### src/rtl/wb_write_sequencer_if.sv
// Write-back sequencer bus: upstream transaction handshake plus the
// single register-file write port. The sequencer connects through the
// slave modport and the upstream/register-file side through master.
interface wb_write_sequencer_if #(
    parameter int W = 64
);
    logic         in_valid;
    logic         in_ready;
    logic [3:0]   dstE;
    logic [W-1:0] valE;
    logic [3:0]   dstM;
    logic [W-1:0] valM;
    logic         rf_we;
    logic [3:0]   rf_addr;
    logic [W-1:0] rf_data;
    logic         busy;

    modport slave (
        input  in_valid, dstE, valE, dstM, valM,
        output in_ready, rf_we, rf_addr, rf_data, busy
    );

    modport master (
        output in_valid, dstE, valE, dstM, valM,
        input  in_ready, rf_we, rf_addr, rf_data, busy
    );
endinterface

### src/rtl/wb_write_sequencer.sv
// Serializes the E and M write-back ports onto one register-file write
// port, E before M. A same-register collision writes only M; register
// RNONE is never written.
// Optional build macro WBSEQ_BACK2BACK_EN: accept the next transaction in
// the final write state of the current one, removing the IDLE bubble.
module wb_write_sequencer #(
    parameter int         W     = 64,
    parameter logic [3:0] RNONE = 4'hF
) (
    input  logic                  clk,
    input  logic                  rst_n,
    wb_write_sequencer_if.slave   bus
);
    typedef enum logic [1:0] {IDLE, WR_E, WR_M} state_t;

    state_t       state_q;
    state_t       state_n;
    state_t       first_st;
    logic         needM_q;
    logic [3:0]   dE_q;
    logic [3:0]   dM_q;
    logic [W-1:0] vE_q;
    logic [W-1:0] vM_q;
    logic         accept;
    logic         needE_in;
    logic         needM_in;

    assign accept   = bus.in_valid && bus.in_ready;
    assign needE_in = (bus.dstE != RNONE) && (bus.dstE != bus.dstM);
    assign needM_in = (bus.dstM != RNONE);
    assign first_st = needE_in ? WR_E : (needM_in ? WR_M : IDLE);

    // State register; reset abandons any write in flight.
    always_ff @(posedge clk or negedge rst_n) begin
        if (!rst_n) begin
            state_q <= IDLE;
            needM_q <= 1'b0;
        end else begin
            state_q <= state_n;
            if (accept)
                needM_q <= needM_in;
        end
    end

    // Next state: finish the current transaction, or jump straight to the
    // first write of a newly accepted one (only possible in IDLE unless
    // back-to-back acceptance is enabled).
    always_comb begin
        state_n = state_q;
        unique case (state_q)
            IDLE:    state_n = IDLE;
            WR_E:    state_n = needM_q ? WR_M : IDLE;
            WR_M:    state_n = IDLE;
            default: state_n = IDLE;
        endcase
        if (accept)
            state_n = first_st;
    end

    // Outputs decoded from state only, so in_ready never depends on in_valid.
    always_comb begin
        bus.rf_we = (state_q != IDLE);
        bus.busy  = (state_q != IDLE);
`ifdef WBSEQ_BACK2BACK_EN
        bus.in_ready = (state_q == IDLE) || (state_q == WR_M) ||
                       ((state_q == WR_E) && !needM_q);
`else
        bus.in_ready = (state_q == IDLE);
`endif
    end

    // Transaction capture; upstream values are only looked at on accept.
    always_ff @(posedge clk) begin
        if (accept) begin
            dE_q <= bus.dstE;
            vE_q <= bus.valE;
            dM_q <= bus.dstM;
            vM_q <= bus.valM;
        end
    end

    // Write port address/data registered for the upcoming state, so rf_*
    // has no combinational path from the inputs and holds in IDLE.
    always_ff @(posedge clk or negedge rst_n) begin
        if (!rst_n) begin
            bus.rf_addr <= 4'd0;
            bus.rf_data <= '0;
        end else begin
            unique case (state_n)
                WR_E: begin
                    bus.rf_addr <= accept ? bus.dstE : dE_q;
                    bus.rf_data <= accept ? bus.valE : vE_q;
                end
                WR_M: begin
                    bus.rf_addr <= accept ? bus.dstM : dM_q;
                    bus.rf_data <= accept ? bus.valM : vM_q;
                end
                default: ;
            endcase
        end
    end
endmodule

### src/flat_wrapper.sv
// flat-port wrapper written by rule: the top's interface ports become plain ports
module wb_write_sequencer_flat 
#(
    parameter int         W     = 64,
    parameter logic [3:0] RNONE = 4'hF
)
  (clk, rst_n, bus_in_valid, bus_dstE, bus_valE, bus_dstM, bus_valM, bus_in_ready, bus_rf_we, bus_rf_addr, bus_rf_data, bus_busy);
  wb_write_sequencer_if #(.W(W)) bus_i ();
  input  logic clk;
  input  logic rst_n;
  input wire logic [$bits(bus_i.in_valid)-1:0] bus_in_valid;
  input wire logic [$bits(bus_i.dstE)-1:0] bus_dstE;
  input wire logic [$bits(bus_i.valE)-1:0] bus_valE;
  input wire logic [$bits(bus_i.dstM)-1:0] bus_dstM;
  input wire logic [$bits(bus_i.valM)-1:0] bus_valM;
  output wire logic [$bits(bus_i.in_ready)-1:0] bus_in_ready;
  output wire logic [$bits(bus_i.rf_we)-1:0] bus_rf_we;
  output wire logic [$bits(bus_i.rf_addr)-1:0] bus_rf_addr;
  output wire logic [$bits(bus_i.rf_data)-1:0] bus_rf_data;
  output wire logic [$bits(bus_i.busy)-1:0] bus_busy;
  assign bus_i.in_valid = bus_in_valid;
  assign bus_i.dstE = bus_dstE;
  assign bus_i.valE = bus_valE;
  assign bus_i.dstM = bus_dstM;
  assign bus_i.valM = bus_valM;
  assign bus_in_ready = bus_i.in_ready;
  assign bus_rf_we = bus_i.rf_we;
  assign bus_rf_addr = bus_i.rf_addr;
  assign bus_rf_data = bus_i.rf_data;
  assign bus_busy = bus_i.busy;
  wb_write_sequencer #(.W(W), .RNONE(RNONE)) u_core (.clk(clk), .rst_n(rst_n), .bus(bus_i));
endmodule
### config.mk
export PLATFORM = sky130hd
export DESIGN_NAME = wb_write_sequencer_flat
export DESIGN_NICKNAME = d
export VERILOG_FILES = /design/src/rtl/wb_write_sequencer_if.sv /design/src/rtl/wb_write_sequencer.sv /design/src/flat_wrapper.sv
export SDC_FILE = /design/constraint.sdc
export NUM_CORES = 1
export LEC_CHECK = 0
export CORE_MARGIN = 5
export CORE_UTILIZATION = 54
export CTS_CLUSTER_DIAMETER = 60
export DETAILED_ROUTE_END_ITERATION = 6
export GPL_TIMING_DRIVEN = 0
export PLACE_DENSITY = 0.83
export SLEW_MARGIN = 40
export SYNTH_ARGS = -nofsm -noshare
export SYNTH_HDL_FRONTEND = slang
export SYNTH_SLANG_ARGS = --single-unit
export TNS_END_PERCENT = 100
### constraint.sdc
create_clock -name clk -period 5.53 [get_ports clk]
set_input_delay 0.553 -clock clk [delete_from_list [all_inputs] [get_ports clk]]
set_output_delay 0.553 -clock clk [all_outputs]
set_load 0.05 [all_outputs]
# After elaboration in Yosys (flattened, before gate mapping)
# Index checks and enable logic that the tools add are counted.
[totals]
word_cells = 30
mem_bits_ro = 0
register_bits = 207
latchBits = 0
memories = 0
input_bits = 139
ramBits = 0
[classes]
n_eq_ne = 6
n_mux = 11
order_cmp = 0
n_shift = 0
addsub = 0
reduce_logical = 5
n_mul = 0
div = 0
bitwise = 0
[ops]
columns = ["operator", "n"]
rows = [
  ["$mux W64", 2],
  ["$pmux W64 S2", 1],
  ["$mux W2", 5],
  ["$mux W4", 2],
  ["$ne A4 B4 Y1 const B", 2],
  ["$pmux W4 S2", 1],
  ["$eq A2 B1 Y1 const B", 2],
  ["$ne A4 B4 Y1", 1],
  ["$reduce_bool A2 Y1", 2],
  ["$eq A2 B2 Y1 const B", 1],
  ["$logic_and A1 B1 Y1", 2],
  ["$logic_not A2 Y1", 1],
]

# Logic depth before layout (Yosys ltp)
# Gate-level depths: netlist of run 1.
[logic_depth]
depth_word = 6
depth_mapped = 12
mapped_depth_nobuf = 6

# Worst setup path before layout of run 1
# Ideal clock, no wire load.
[synth_timing]
path_kind = "input-to-reg"
start = "input port bus_in_valid"
end = "register u_core.bus.rf_data[10]"
t_required_ps = 5405
stages = 11
setup_time_ps = 125
slack_ps = 2531
t_arrival_ps = 2874
path_cell_list = "nor3b_1 -> buf_2 -> buf_2 -> buf_2 -> nand2_1 -> o22ai_1 -> ha_1 -> buf_6 -> buf_2 -> mux4_2 -> mux2_2"
[synth_between]
elab_chain_cells = 4
[synth_lines]
columns = ["element", "line", "rtl"]
rows = [
  ["from (decl)", "flat_wrapper.sv:11", "input wire logic [$bits(bus_i.in_valid)-1:0] bus_in_valid;"],
  ["$logic_and A1 B1 Y1 *", "wb_write_sequencer.sv:28", "assign accept = bus.in_valid && bus.in_ready;"],
  ["$mux W2 *", "wb_write_sequencer.sv:56", "if (accept)"],
  ["named net u_core.state_n[1]", "wb_write_sequencer.sv:17", "state_t state_n;"],
  ["$eq A2 B2 Y1 or $eq A2 B1 Y1 (tied branches)", "wb_write_sequencer.sv:89", "unique case (state_n)"],
  ["$pmux W64 S2 or $reduce_bool A2 Y1 (tied branches)", "n/a", ""],
  ["to (signal assigned)", "wb_write_sequencer.sv:92", "bus.rf_data <= accept ? bus.valE : vE_q;"],
  ["to (signal assigned)", "wb_write_sequencer.sv:96", "bus.rf_data <= accept ? bus.valM : vM_q;"],
  ["to (decl)", "wb_write_sequencer_if.sv:20", "output in_ready, rf_we, rf_addr, rf_data, busy"],
]
# Mark *: on every way through the listed nets, which the timed path passes. The rest lies on a longest branch.
# A chain may end at the register's enable or synchronous reset.

# Worst setup path after layout of run 1
[layout_timing]
start = "input port bus_in_valid"
end = "register u_core.bus.rf_data[47]"
# Same word-level chain as after synthesis.

==> summary.md, run 1 <==
| Metric | Value |
|---|---|
| # rows | `between 40 and 50` |
| Synthesized area | `8690 um^2` |
| Post-layout util | `between 70 and 80%` |
| Mapped Avg Cell Area | `16.2 um^2` |
| Total negative slack | `0 ns` |
| Synthesized instance count | `~540` |
| CTS tree | `yes` |
| Clk pin slew, worst setup/hold paths | `~0.060 ns` |
| Final setup violation count | `0` |
| Postcts setup bufs | `0` |
| Post-DP HPWL | `between 15,000 and 20,000 um` |
| Post-route ant nets | `0` |
| Clk buf depth | `3` |
| CTS Buf Count | `23` |
| First-pass GRT wire length | `32,700 um` |
| Critical path fanouts, max | `10` |
| Worst clock skew | `approximately 0.0084 ns` |
| Hold Vio Cnt, Final | `0` |
| DP Area | `about 11,000 um^2` |
| Clock latency on the worst-skew pair | `about 0.49 ns` |
| Yosys warnings | `0` |
| #FFs+latches synth | `207` |
| Register area share after synthesis | `51.7%` |
| Layout cell share with drive strength beyond 1 | `42.9%` |
| Max-cap viol count | `0` |
| Reg-to-reg setup timing slack | `slightly above 2 ns` |
| FF-to-FF End | `u_core.bus.rf_data[47]` |
| Final Max Tran Viols | `0` |
| Min Tclk post-route | `~3.6 ns` |
| Status | `complete, no violations` |
| Reg2reg path depth | `11` |
| Net Count, Synth | `between 600 and 700` |
| Pin count of the biggest net entering global routing | `a little over 40` |
| IO Count | `between 200 and 250` |
| Global route total overflow | `0` |
| Area delta synth->final | `35.5%` |
| Max Clock Freq | `approximately 280 MHz` |
| # diodes | `0` |
| Root cell of the clock tree | `clkbuf_16` |
| Placed Cells | `963` |
| Die height | `about 140 um` |
| Fin area | `~12,000 um^2` |
| Maximum vdd ir drop | `roughly 0.00036 V` |
| Power Density | `614 nW/um^2` |
| Crit path required time | `just under 6 ns` |
| Crit path to | `u_core.bus.rf_data[47]` |
| Crit Path Category | `input pin to register` |
| Core area | `15,800 um^2` |
| HP Class | `register to register` |
| CP Launch Point | `bus_in_valid` |
| Total number of vias | `around 5,600` |
| Via density | `5.57` |
| Initial DRC count | `approximately 110` |
| Overall global routing resource usage | `approximately 22%` |
| Routed WL per cell | `20.4 um` |
| Finished Layout Cells | `between 1,000 and 1,500` |
| Final WL | `roughly 20,000 um` |
| Detailed Routing Iterations Pass 1 | `4` |
| Yosys cell types | `22` |
| Final RePlAce weighted congestion | `0.830` |
| Die area | `between 15,000 and 20,000 um^2` |
| Leakage | `approximately 0.0045 uW` |
| R2R Path Start | `u_core.state_q[1]` |
| RSZ-0062 raised after global routing | `no` |
| Die W | `around 140 um` |
| Period utilisation layout | `between 60% and 70%` |
| CTS Sinks | `about 210` |
| Rel. slew slack | `56.5%` |
| Remaining DRCs | `0` |
| Slew at the pin with the worst max-slew slack | `between 0.6 and 0.7 ns` |
| Number of port buffers | `between 200 and 250` |
| Number of global-route vias before repair | `~6,300` |
| Type of origin of the critical path | `input pin` |
| Initial antenna violation count | `1` |
| H-tree depth | `1` |
| CP Data Arrival Time | `between 3 and 4 ns` |
| CP Capture Type | `register` |
| Nets | `roughly 910` |
| Initial Utilization | `54.9%` |
==> report_power, final <==
part | switching, uW | internal (uW) | total (uW)
Combinational | 1710 | 1610 | 3320
Clock | 558 | 839 | 1400
Sequential | 331 | 2190 | 2520
Total | 2600 | 4630 | 7230
==> cell families after synthesis <==
kind of cell	after synthesis	synth area share [%]
adder cells (fa/ha/maj)	1	0.144
multiplexers	272	44.0
AND/OR/NAND/NOR	8	0.504
XOR/XNOR	4	0.403
flip-flops	207	51.7
AO/OA/AOI/OAI	3	0.230
buffers and inverters	42	2.94
==> timing repair <==
| action | CTS | global route |
|---|---|---|
| hold buffers | 1 | 0 |
| resized for setup | 0 | 0 |
| hold endpoints to repair | 2 | 0 |
| endpoints found under the setup margin | 0 | 0 |
==> worst min path at each step <==
stage | endpoint | start | slack [ns] | depth (start not counted)
2_1_floorplan | u_core.bus.rf_addr[0] | rst_n | 0.26 | 0
3_3_place_gp | u_core.vM_q[56] | u_core.vM_q[56] | 0.46 | 1
3_5_place_dp | u_core.vM_q[3] | u_core.vM_q[3] | 0.47 | 1
4_1_cts | u_core.vM_q[3] | u_core.vM_q[3] | 0.48 | 1
5_1_grt | u_core.vM_q[32] | u_core.vM_q[32] | 0.49 | 1
6_report | u_core.vM_q[26] | u_core.vM_q[26] | 0.48 | 1
==> sequential cells by signal, indices dropped and copies added (netlist names) <==
register and flops:
u_core.bus.rf_data 64, u_core.dE_q 4, u_core.needM_q 1, u_core.state_q 2, u_core.vE_q 64, u_core.dM_q 4, u_core.bus.rf_addr 4, u_core.vM_q 64
==> cell usage after synthesis <==
library cell | count | area [um^2]
o22ai_1 | 1 | 6.26
inv_1 | 2 | 7.51
dfrtp_1 | 71 | 1780
clkbuf_1 | 5 | 18.8
nor2_1 | 1 | 3.75
mux4_2 | 68 | 1530
buf_12 | 3 | 60.1
buf_4 | 2 | 15.0
a41oi_1 | 1 | 8.76
nor3b_1 | 1 | 7.51
buf_2 | 27 | 135
ha_1 | 1 | 12.5
dfxtp_1 | 136 | 2720
and4_1 | 1 | 8.76
nand2_1 | 3 | 11.3
mux2_2 | 204 | 2300
nand4_1 | 1 | 6.26
buf_6 | 1 | 11.3
xnor2_1 | 4 | 35.0
buf_1 | 2 | 7.51
o21ai_0 | 1 | 5.00
and2_1 | 1 | 6.26
==> cell usage in the layout (no fill, tap or decap), drive strengths merged <==
| master | count |
|---|---|
| bufinv | 1 |
| o22ai | 1 |
| a41oi | 1 |
| nand2 | 3 |
| buf | 37 |
| clkdlybuf4s50 | 208 |
| nand4 | 1 |
| clkbuf | 38 |
| o21ai | 1 |
| mux4 | 68 |
| and2 | 1 |
| nor2 | 1 |
| and4 | 1 |
| xnor2 | 4 |
| mux2 | 204 |
| dfxtp | 136 |
| ha | 1 |
| inv | 3 |
| clkinv | 4 |
| dlygate4sd3 | 1 |
| nor3b | 1 |
| dfrtp | 71 |
==> layer usage <==
layer | wire [um] | GRT usage [%] | share of wire (%) | up-vias
li1 | - | - | - | 2503
met1 | 8060 | 27.2 | 39 | 2867
met2 | 10200 | 38.1 | 50 | 187
met3 | 1860 | 7.46 | 9.1 | 27
met4 | 297 | 4.60 | 1.5 | 2
met5 | 13 | 0 | 0.064 | -
==> critical path, cell delays in order <==
cell	delay (ns)
clkdlybuf4s50_1	0.45
nor3b_1	0.16
buf_2	0.25
buf_2	0.30
buf_2	0.28
nand2_1	0.09
o22ai_1	0.20
ha_1	0.16
clkbuf_1	0.22
buf_2	0.32
buf_1	0.54
mux2_2	0.41
==> cell type report <==
class / count / area, um^2
clock buffers: 33 / 633
multi-input cells: 288 / 3940
well taps: 216 / 270
fillers: 989 / 4050
repair buffers: 211 / 2120
flip-flops and latches: 207 / 4500
clock inverters: 6 / 58.8
inverters: 2 / 7.51
plain buffers: 40 / 248
==> per-stage QoR <==
step           worst slack (ns)  power [uW]  hold slack (ns)
3_3_place_gp              0.947        5750            0.458
6_report                   1.97        7230            0.479
2_1_floorplan              2.53        4840            0.257
3_5_place_dp               1.39        5880            0.468
5_1_grt                    1.70        7590            0.495
4_1_cts                    1.89        7310            0.481
No activity file was read; power rests on OpenSTA's default activity.
==> inputs of run 2 (changes only) <==
Settings changed: CORE_UTILIZATION 54 to 45, PLACE_DENSITY 0.83 to 0.74.
Clock period 5.53 ns to 3.2 ns, I/O delays scaled along.
==> run 2 against run 1 <==
Power up 74%. Non-clock buffer count up 2. Utilization down 11 points.
==> summary.md, run 2 (same netlist as run 1, synthesis figures left out) <==
| Metric | Value |
|---|---|
| Power Density | `about 1100 nW/um^2` |
| Final WL | `~21,000 um` |
| DP Area | `about 11,000 um^2` |
| Root cell of the clock tree | `clkbuf_16` |
| Clock latency on the worst-skew pair | `a little under 0.5 ns` |
| Initial Utilization | `a little under half` |
| Detailed Routing Iterations Pass 1 | `4` |
| Routed WL per cell | `19.8 um` |
| Switching power of the nets | `around 4500 uW` |
| Worst slack, placed | `-0.831 ns` |
| Global route total overflow | `0` |
| Most common cell after layout, fill and taps aside | `clkdlybuf4s50_1` |
| H-tree depth | `1` |
| First-pass GRT wire length | `roughly 34,000 um` |
| CTS Sinks | `about 210` |
| Crit Path Category | `register to register` |
| Clk buf depth | `3` |
| CTS Buf Count | `23` |
| Clock power share | `a little under 20%` |
| Leading cell types in the layout, fill and taps excluded | `208 x clkdlybuf4s50_1, 204 x mux2_2, 136 x dfxtp_1` |
| Leakage | `0.00458 uW` |
| Status | `complete, no violations` |
| Initial antenna violation count | `0` |
| Rel. slew slack | `between 50 and 60%` |
| Total negative slack | `0 ns` |
| Period utilisation layout | `94.3%` |
| Slew at the pin with the worst max-slew slack | `roughly 0.67 ns` |
| Hold Vio Cnt, Final | `0` |
| Max Clock Freq | `~330 MHz` |
| Worst clock skew | `roughly 0.011 ns` |
| Sw Ratio | `between 30% and 40%` |
| Critical path fanouts, max | `10` |
| CP Data Arrival Time | `approximately 3.4 ns` |
| Clk pin slew, worst setup/hold paths | `approximately 0.060 ns` |
| Die height | `between 100 and 150 um` |
| Final setup violation count | `0` |
| CTS tree | `yes` |
| Top flop regs | `u_core.bus.rf_data (64), u_core.vE_q (64), u_core.vM_q (64)` |
| Final Max Tran Viols | `0` |
| Number of port buffers | `around 210` |
| IO Count | `210` |
| Area delta synth->final | `37.1%` |
| # rows | `50` |
| Crit path required time | `~3.6 ns` |
| Pin count of the biggest net entering global routing | `37` |
| Internal | `between 8000 and 9000 uW` |
| Core area | `18,900 um^2` |
| Post-route ant nets | `0` |
| Final hold slack | `between 0.3 and 0.4 ns` |
| Initial DRC count | `roughly 150` |
| HP Class | `input pin to async pin` |
| Post-layout util | `approximately 63%` |
| Via density | `5.28` |
| Fin worst setup slack | `about 0.18 ns` |
| Layout cell share with drive strength beyond 1 | `43.7%` |
| # diodes | `0` |
| CP Capture Type | `register` |
| Overall global routing resource usage | `a little under a fifth` |
| Type of origin of the critical path | `register` |
| Post-DP HPWL | `approximately 15,000 um` |
| Max-cap viol count | `0` |
| Final RePlAce weighted congestion | `0.769` |
| Maximum vdd ir drop | `around 0.00078 V` |
| Fin area | `~12,000 um^2` |
| # fillers | `between 1,000 and 1,500` |
| Remaining DRCs | `0` |
| Total number of vias | `around 5,600` |
| Comb pwr share | `45.6%` |
| Number of global-route vias before repair | `about 6,400` |
| Nets | `between 900 and 1,000` |
| Die W | `149 um` |
| Reg power frac | `between 30% and 40%` |
| Min Tclk post-route | `3.02 ns` |
| Die area | `approximately 22,000 um^2` |
-- run 2: area by class of cell --
class / count / area [um^2] / share of cell area, %
sequential: 207 / 4500 / 37.7
multi-input combinational: 288 / 3950 / 33.1
timing repair buffer: 213 / 2150 / 18.0
clock buffer: 38 / 712 / 5.97
tap: 260 / 325 / 2.73
buffer: 40 / 270 / 2.27
clock inverter: 3 / 17.5 / 0.147
inverter: 2 / 7.51 / 0.0630
-- run 2: path summary, 6_finish.rpt --
| check | from | endpoint | slack (ns) | depth (start not counted) |
|---|---|---|---|---|
| max in group asynchronous | rst_n | u_core.bus.rf_data[20] | 2.32 | 3 |
| min in group clk | bus_valM[60] | u_core.vM_q[60] | 0.46 | 2 |
| worst max-delay path | u_core.state_q[1] | u_core.bus.rf_data[59] | 0.18 | 12 |
| worst max register to register | u_core.state_q[1] | u_core.bus.rf_data[59] | 0.18 | 12 |
| worst min register to register | u_core.vM_q[2] | u_core.vM_q[2] | 0.48 | 1 |
| worst min-delay path | rst_n | u_core.bus.rf_data[58] | 0.32 | 2 |
-- run 2: timing repair --
action	in CTS	in global routing
setup buffers	0	2
hold buffers	1	0
endpoints found under the hold margin	35	0
resized for setup	10	1
endpoints found under the setup margin	68	61
gates cloned	0	0
-- run 2: layer usage --
| layer | up-vias | routed length, um | part of all wire (%) | GRT usage, % |
|---|---|---|---|---|
| met4 | 0 | 355 | 1.7 | 4.03 |
| met3 | 35 | 1540 | 7.4 | 4.83 |
| met2 | 169 | 10200 | 49 | 32.5 |
| li1 | 2509 | - | - | - |
| met1 | 2839 | 8780 | 42 | 24.4 |
| met5 | - | 0 | 0 | 0 |
-- run 2: worst max-delay path, cell delays in order (launching register included) --
cell,delay (ns)
dfrtp_1,0.41
nor3b_1,0.22
buf_4,0.16
buf_4,0.19
buf_4,0.22
nand2_1,0.10
o22ai_2,0.16
ha_1,0.20
buf_6,0.14
buf_12,0.16
buf_12,0.16
mux4_2,0.51
mux2_2,0.28
-- run 2: power by group through the flow --
stage | registers (uW) | clock network, uW | logic (uW)
after CTS | 4360 | 2570 | 5810
after global routing | 4490 | 2680 | 6080
final | 4360 | 2490 | 5740
after floorplan | 5800 | 0 | 2560
after global placement | 4310 | 0 | 5640
after detailed placement | 4410 | 0 | 5770
-- run 2: per-stage QoR --
stage,total power (uW),cells
floorplan,8360,537
global placement,9950,1006
detailed placement,10200,1007
CTS,12700,1049
global route,13200,1051
finish,12600,1051
